$ cat src/rtl/cp0_exc_ctrl.sv
// cp0_exc_ctrl: minimal MIPS-style CP0 exception controller.
// Handles syscall, external interrupt and eret. Holds Status, Cause and EPC.
// Optional timer (Count reg 9 / Compare reg 11 driving Cause.IP7) is built
// only when the macro CP0_TIMER_EN is defined.
module cp0_exc_ctrl #(
  parameter logic [31:0] VECTOR_ADDR = 32'h0000_0080
) (
  input  logic        clock,
  input  logic        reset,
  input  logic [31:0] pc,
  input  logic        sc,
  input  logic        irq,
  input  logic        eret,
  input  logic        mtc0,
  input  logic        mfc0,
  input  logic [4:0]  cp0_addr,
  input  logic [31:0] w_data,
  output logic [31:0] r_data,
  output logic        redirect,
  output logic [31:0] redirect_pc,
  output logic        stall,
  output logic        exl
);

  typedef enum logic [1:0] {
    IDLE   = 2'd0,
    VECTOR = 2'd1,
    RETURN = 2'd2
  } state_t;

  localparam logic [4:0] ADDR_COUNT   = 5'd9;
  localparam logic [4:0] ADDR_COMPARE = 5'd11;
  localparam logic [4:0] ADDR_STATUS  = 5'd12;
  localparam logic [4:0] ADDR_CAUSE   = 5'd13;
  localparam logic [4:0] ADDR_EPC     = 5'd14;

  state_t      state_reg, state_next;
  logic        ie_reg;
  logic        exl_reg;
  logic [4:0]  exc_code_reg;
  logic        ip2_reg;
  logic        ip7;
  logic [31:0] epc_reg;

  logic        take_eret;
  logic        take_exc;
  logic [4:0]  exc_code_next;
  logic        wr_en;
  logic [31:0] count_rd;
  logic [31:0] compare_rd;

  // CP0 writes are accepted only while the pipeline is not being redirected.
  assign wr_en = mtc0 && (state_reg == IDLE);

  // State register.
  always_ff @(posedge clock) begin
    if (reset) state_reg <= IDLE;
    else       state_reg <= state_next;
  end

  // Event arbitration, next state and redirect outputs.
  always_comb begin
    state_next    = state_reg;
    take_eret     = 1'b0;
    take_exc      = 1'b0;
    exc_code_next = exc_code_reg;
    redirect      = 1'b0;
    redirect_pc   = 32'h0;
    stall         = 1'b0;
    case (state_reg)
      IDLE: begin
        // eret (only meaningful with EXL set) beats syscall beats interrupt.
        if (eret && exl_reg) begin
          take_eret  = 1'b1;
          state_next = RETURN;
        end else if (sc) begin
          take_exc      = 1'b1;
          exc_code_next = 5'd8;
          state_next    = VECTOR;
        end else if (ie_reg && !exl_reg && (ip2_reg || ip7)) begin
          take_exc      = 1'b1;
          exc_code_next = 5'd0;
          state_next    = VECTOR;
        end
      end
      VECTOR: begin
        redirect    = 1'b1;
        redirect_pc = VECTOR_ADDR;
        stall       = 1'b1;
        state_next  = IDLE;
      end
      RETURN: begin
        redirect    = 1'b1;
        redirect_pc = epc_reg;
        stall       = 1'b1;
        state_next  = IDLE;
      end
      default: state_next = IDLE;
    endcase
  end

  // Status, Cause and EPC; exception updates override a same-cycle mtc0.
  always_ff @(posedge clock) begin
    if (reset) begin
      ie_reg       <= 1'b0;
      exl_reg      <= 1'b0;
      exc_code_reg <= 5'd0;
      ip2_reg      <= 1'b0;
      epc_reg      <= 32'h0;
    end else begin
      ip2_reg <= irq;
      if (wr_en) begin
        case (cp0_addr)
          ADDR_STATUS: begin
            ie_reg  <= w_data[0];
            exl_reg <= w_data[1];
          end
          ADDR_EPC: epc_reg <= w_data;
          default: ;
        endcase
      end
      if (take_eret) begin
        exl_reg <= 1'b0;
      end else if (take_exc) begin
        epc_reg      <= pc;
        exc_code_reg <= exc_code_next;
        exl_reg      <= 1'b1;
      end
    end
  end

`ifdef CP0_TIMER_EN
  logic [31:0] count_reg;
  logic [31:0] compare_reg;
  logic        ip7_reg;

  // Free-running Count, Compare match raising IP7, Compare write clearing it.
  always_ff @(posedge clock) begin
    if (reset) begin
      count_reg   <= 32'h0;
      compare_reg <= 32'hFFFF_FFFF;
      ip7_reg     <= 1'b0;
    end else begin
      if (wr_en && cp0_addr == ADDR_COUNT) count_reg <= w_data;
      else                                 count_reg <= count_reg + 32'd1;
      if (count_reg == compare_reg) ip7_reg <= 1'b1;
      if (wr_en && cp0_addr == ADDR_COMPARE) begin
        compare_reg <= w_data;
        ip7_reg     <= 1'b0;
      end
    end
  end

  assign ip7        = ip7_reg;
  assign count_rd   = count_reg;
  assign compare_rd = compare_reg;
`else
  assign ip7        = 1'b0;
  assign count_rd   = 32'h0;
  assign compare_rd = 32'h0;
`endif

  // Combinational mfc0 read mux; anything unmapped reads zero.
  always_comb begin
    r_data = 32'h0;
    if (mfc0) begin
      case (cp0_addr)
        ADDR_COUNT:   r_data = count_rd;
        ADDR_COMPARE: r_data = compare_rd;
        ADDR_STATUS:  r_data = {30'h0, exl_reg, ie_reg};
        ADDR_CAUSE:   r_data = {16'h0, ip7, 4'h0, ip2_reg, 3'h0, exc_code_reg, 2'b00};
        ADDR_EPC:     r_data = epc_reg;
        default:      r_data = 32'h0;
      endcase
    end
  end

  assign exl = exl_reg;

endmodule
$ cat config.mk
export PLATFORM = sky130hd
export DESIGN_NAME = cp0_exc_ctrl
export DESIGN_NICKNAME = d
export VERILOG_FILES = /design/src/rtl/cp0_exc_ctrl.sv
export SDC_FILE = /design/constraint.sdc
export NUM_CORES = 1
export LEC_CHECK = 0
export CORE_MARGIN = 5
export CORE_UTILIZATION = 35
export CTS_CLUSTER_DIAMETER = 200
export DETAILED_ROUTE_END_ITERATION = 10
export HOLD_SLACK_MARGIN = 0.02
export PLACE_DENSITY_LB_ADDON = 0.2
export SYNTH_ARGS = -nofsm -noshare
export SYNTH_HDL_FRONTEND = slang
export SYNTH_SLANG_ARGS = --single-unit
export TNS_END_PERCENT = 20
$ cat constraint.sdc
create_clock -name clock -period 1.85 [get_ports clock]
set_input_delay 0.4625 -clock clock [delete_from_list [all_inputs] [get_ports clock]]
set_output_delay 0.4625 -clock clock [all_outputs]
set_load 0.03 [all_outputs]
==> results.toml, run 1 <==
[timing]
period_share_pct = 106.5
rsz0062_at_grt = "yes"
post-route-min-period_ns = 1.970
worst_slack_ns = -0.1202
fin_worst_skew_ns = 0.007191
fin_setup_tns_ns = -4.037
worstMarginPinSlew_ns = 0.3916
holdWs_ns = 0.5185
hold_violations = 0
fmax_mhz = 507.6
finalSetupViolations = 54
relSlewSlack_pct = 73.54
slew_viol_final = 0

[yosys]
ys_seq_elements = 38
ys_seq_area_share_pct = 30.66
synthesis.nets = 392
ys.warnings.count = 0
syn-cell-area_um2 = 2481
synth.avg_cell_area_um2 = 7.927
synth.area.top_cells = "dfxtp_1, a311oi_1, a211oi_1"
synth_top_area_share_pct = 30.66
synth_top_area_cell = "dfxtp_1"
synth.distinct_cells = 34
synthCells = 313

[layout]
multi_input_area_um2 = 1734
largest_reg_flops = 32
drive_gt1_share_pct = 37.64
fillers = 552
area_growth_pct = 88.96
antennaDiodeCount = 0
regArea_um2 = 763.2
finalNetCount = 535
final_common_cell = "clkdlybuf4s50_1"
final_area_um2 = 4688
layout_common_cells = "clkdlybuf4s50_1, buf_6, dfxtp_1"
final_util_pct = 68.63

[floorplanning]
die_h_um = 94.20
core_area_um2 = 6832
row_count = 30
io_pins = 143
dieArea_um2 = 8873
die_w_um = 94.20
start_util_pct = 36.32

[route]
wl_per_cell_um = 20.19
remaining_drc_errors = 0
drtIter0Drc = 271
final_antenna_net_count = 0
dr_total_vias = 3269
via_per_inst = 5.911
firstDrtPassIters = 5
drt-total-wl_mm = 11.16

[critical_path]
crit_path_start_kind = "register"
crit_path_max_fanout = 13
critical_path_class = "reg -> out"
required_ns = 1.39
path_delay_family = "flip-flops"
critPathCaptureType = "primary output"
cpMaxStageDelayCell = "dfxtp_2"
path_buf_inv = 3
crit_arrival_ns = 1.51
slowest_delay_ns = 0.35
crit_chain = "inv_2 > ha_4 > buf_12 > and3_4 > buf_6"

[clock_network]
cts_tree = "yes"
path_clk_slew_ns = 0.08
cts_buffer_depth = 2
clkLatencyLatePin_ns = 0.29
numCtsBuffers = 5
cts_sinks = 38
htreeDepth = 2
cts_root_buf = "clkbuf_8"
ctsHoldBuffers = 0

[place]
dp_slack_ns = -0.4917
place_congestion = 0.8001
hpwl_mm = 7.127
dpl_cell_area_um2 = 4136
io_buffers = 142

[power_and_ir_drop]
p_leak_nw = 1.851
power_density_nw_per_um2 = 519.6
ir_worst_vdd_v = 0.0002816

[global_routing]
grt_pass1_vias = 3280
globalRouteOverflowTotal = 0
antenna_found_initial = 0
grt_usage_pct = 24.40
grt_pass1_wl_mm = 17.06
grt_max_degree = 35

[outcome]
failed_checks = "setup timing"
status = "complete, but fails checks"

[flow_run]
cap_violations = 0

[min_path]
min-delay-path-class = "reg -> reg"
==> path summary, 6_finish.rpt <==
kind	from	end	slack (ns)	cells after the start
worst max-delay path	state_reg[0]	redirect_pc[30]	-0.12	5
worst min-delay path	epc_reg[16]	epc_reg[16]	0.52	2
worst max register to register	state_reg[0]	epc_reg[5]	0.27	6
worst min register to register	epc_reg[16]	epc_reg[16]	0.52	2
==> stage by stage <==
step	power, mW	instances
floorplan	1.327	313
global placement	1.685	538
detailed placement	1.696	538
CTS	2.428	557
global route	2.542	553
finish	2.436	553
==> layer usage <==
layer | up-vias | global-route usage, % | share of wire, %
met4 | 0 | 8.063 | 1.2
li1 | 1488 | - | -
met2 | 204 | 40.43 | 49
met1 | 1563 | 30.39 | 40
met3 | 14 | 6.731 | 9.8
met5 | - | 0 | 0
==> timing repair <==
action                                  CTS  global route
endpoints found under the setup margin   67            64
pin swaps                                 9             2
endpoints found under the hold margin     0             0
gates resized for setup                 109            12
cloned                                    4             0
buffers inserted                          8             0
==> cell usage after synthesis <==
master	number
o21ai_1	1
a21oi_1	2
mux2i_1	2
and3b_1	2
and4b_1	1
clkbuf_1	25
ha_1	3
o31a_1	1
nor4bb_1	1
or4bb_1	1
nor3_1	3
nand3_1	34
clkinv_1	1
a211oi_1	32
a31oi_1	1
nor2_1	4
nand2_1	2
buf_4	4
o311a_1	1
o21bai_1	1
nor2b_1	4
a311oi_1	32
and3_1	32
dfxtp_1	38
nand3b_1	2
buf_2	10
a21bo_2	1
a21boi_0	1
inv_1	2
o21ai_0	34
nand4b_1	2
a22oi_1	3
clkbuf_2	2
and2_1	28
==> cell type report <==
type	instances	share of cell area [%]
inverter	3	0.2402
timing repair buffer	177	41.58
tap	96	2.562
multi-input combinational	231	36.99
sequential	38	16.28
clock buffer	8	2.349
==> tightest hold or removal path: cells and delay by family (launching register included) <==
kind | cells | cell delay (ns)
compound gates | 2 | 0.15
flops | 1 | 0.32
==> logic make-up (layout without fill, tap and decap cells) <==
| family | after synthesis | in the layout | share of synthesized area [%] |
|---|---|---|---|
| simple gates | 116 | 116 | 27.79 |
| compound gates | 110 | 110 | 31.37 |
| buf+inv | 44 | 188 | 7.867 |
| flops | 38 | 38 | 30.66 |
| fa+ha+maj | 3 | 3 | 1.513 |
| mux | 2 | 2 | 0.8069 |
==> where the power goes <==
| part | switching (mW) | internal, mW |
|---|---|---|
| Combinational | 0.378 | 0.392 |
| Sequential | 0.0761 | 0.910 |
| Clock | 0.303 | 0.377 |
No activity file was read; power rests on OpenSTA's default activity.
==> run 2: changes to the inputs <==
--- a/config.mk
+++ b/config.mk
@@ -5,6 +5,7 @@
 export SDC_FILE = /design/constraint.sdc
 export NUM_CORES = 1
 export LEC_CHECK = 0
+export ABC_CLOCK_PERIOD_IN_PS = 1850
 export CORE_MARGIN = 5
 export CORE_UTILIZATION = 35
 export CTS_CLUSTER_DIAMETER = 200
==> results of run 2 <==
No change in the layout: final DEF, timing and power equal those of run 1.
==> run 3: changes to the inputs <==
--- a/config.mk
+++ b/config.mk
@@ -7,11 +7,13 @@
 export LEC_CHECK = 0
 export ABC_CLOCK_PERIOD_IN_PS = 1850
 export CORE_MARGIN = 5
-export CORE_UTILIZATION = 35
+export CORE_UTILIZATION = 57
 export CTS_CLUSTER_DIAMETER = 200
 export DETAILED_ROUTE_END_ITERATION = 10
+export DONT_BUFFER_PORTS = 1
 export HOLD_SLACK_MARGIN = 0.02
 export PLACE_DENSITY_LB_ADDON = 0.2
+export SETUP_SLACK_MARGIN = 0.02
 export SYNTH_ARGS = -nofsm -noshare
 export SYNTH_HDL_FRONTEND = slang
 export SYNTH_SLANG_ARGS = --single-unit
==> run 3 against run 2 <==
  * The run still ends with setup timing left
  * Largest cell class is now multi-input gates
  * Clock skew up 0.0081 ns
  * Critical endpoint is now redirect_pc[8]
  * Design area down 28%
  * Power down 8.5%
==> results.toml, run 3 (same netlist as run 1, synthesis figures left out) <==
[outcome]
status = "complete, but fails checks"
failed_checks = "setup timing"

[timing]
slew_viol_final = 0
fin_worst_skew_ns = 0.01534
post-route-min-period_ns = 1.952
rsz0062_at_grt = "yes"
fin_setup_tns_ns = -1.963
worst_slack_ns = -0.1025
finalSetupViolations = 34
hold_violations = 0
fmax_mhz = 512.2
relSlewSlack_pct = 54.62
worstMarginPinSlew_ns = 0.6806
period_share_pct = 105.5

[power_and_ir_drop]
ir_worst_vdd_v = 0.0003986
power_density_nw_per_um2 = 660.8
p_leak_nw = 1.302
power.total_mw = 2.229

[layout]
finalNetCount = 427
area_growth_pct = 35.96
antennaDiodeCount = 0
largest_reg_flops = 32
layout_common_cells = "buf_6, dfxtp_1, o21ai_0, nand3_1"
final_common_cell = "buf_6"
drive_gt1_share_pct = 35.24
final_util_pct = 78.55

[critical_path]
required_ns = 1.39
cpMaxStageDelayCell = "dfxtp_2"
crit_chain = "inv_2 > ha_4 > buf_4 > and3_1 > buf_6"
slowest_delay_ns = 0.34
path_delay_family = "buffers and inverters"
timing.reg2reg.setup_slack_ns = 0.20
r2r_end = "epc_reg[0]"
crit_path_start_kind = "register"
r2r_start = "exl"
path_buf_inv = 3
critPathCaptureType = "primary output"
r2r.worst_path.cells = 3
crit_arrival_ns = 1.49
critical_path_class = "reg -> out"
crit_path_max_fanout = 5

[global_routing]
grt_pass1_wl_mm = 13.77
grt_max_degree = 39
globalRouteOverflowTotal = 0
grt_usage_pct = 28.59
grt_pass1_vias = 2688
antenna_found_initial = 0

[place]
place_congestion = 0.8695
hpwl_mm = 6.057
io_buffers = 0

[clock_network]
ctsHoldBuffers = 0
clkLatencyLatePin_ns = 0.30
cts_tree = "yes"
cts_buffer_depth = 2
numCtsBuffers = 5
htreeDepth = 2
cts_sinks = 38
path_clk_slew_ns = 0.08
cts_root_buf = "clkbuf_8"

[route]
via_per_inst = 7.090
wl_per_cell_um = 22.54
remaining_drc_errors = 0
final_antenna_net_count = 0
dr_total_vias = 2843
drt-total-wl_mm = 9.038
firstDrtPassIters = 5
drtIter0Drc = 383

[floorplanning]
dieArea_um2 = 5772
die_h_um = 75.98
io_pins = 143
core_area_um2 = 4294
die_w_um = 75.98
row_count = 24
start_util_pct = 57.78

[min_path]
holdPathStages = 1
min-delay-path-class = "in -> reg"
hold_path_end = "state_reg[1]"
min_from = "reset"

[flow_run]
cap_violations = 0
==> run 3: worst max-delay path by stage <==
stage,start,endpoint,cells after the start
2_1_floorplan,state_reg[0],redirect_pc[22],4
4_1_cts,state_reg[1],redirect_pc[27],5
3_5_place_dp,cp0_addr[4],r_data[7],5
6_report,state_reg[1],redirect_pc[8],5
3_3_place_gp,cp0_addr[4],r_data[9],5
5_1_grt,state_reg[1],redirect_pc[8],5
==> run 3: repair_timing <==
item,4_1_cts,5_1_grt
gates resized for setup,41,21
setup endpoints to repair,42,41
cloned,1,1
pin swaps,0,2
buffers inserted,2,1
==> run 3: final cells by class <==
class                   count  area, µm²
clock buffers               7      76.32
clock inverters             1      30.03
fillers                   309      920.9
inverters                   3      11.26
multi-input cells         231       1695
flip-flops and latches     38      763.2
well taps                  52      65.06
repair buffers             69      732.0
==> run 3: routing by layer <==
layer	GRT usage, %	wire, µm
met5	0	0
met4	9.786	252
met3	8.747	993
met2	48.89	4499
met1	33.58	3292
==> run 3: metrics by stage <==
step | setup WS [ns] | area [µm²] | instances | hold slack, ns
2_1_floorplan | -0.02106 | 2616 | 313 | 0.4663
3_3_place_gp | 0.03199 | 2983 | 388 | 0.4904
3_5_place_dp | -0.002331 | 2983 | 388 | 0.4999
4_1_cts | -0.05343 | 3263 | 399 | 0.2275
5_1_grt | -0.1582 | 3373 | 401 | 0.2229
6_report | -0.1025 | 3373 | 401 | 0.2302
==> run 3: power breakdown <==
| part | switching, mW | leakage (nW) | total, mW | internal [mW] |
|---|---|---|---|---|
| Combinational | 0.316 | 0.934 | 0.545 | 0.230 |
| Clock | 0.301 | 0.0524 | 0.705 | 0.404 |
| Sequential | 0.0691 | 0.315 | 0.979 | 0.910 |
| Total | 0.686 | 1.30 | 2.23 | 1.54 |
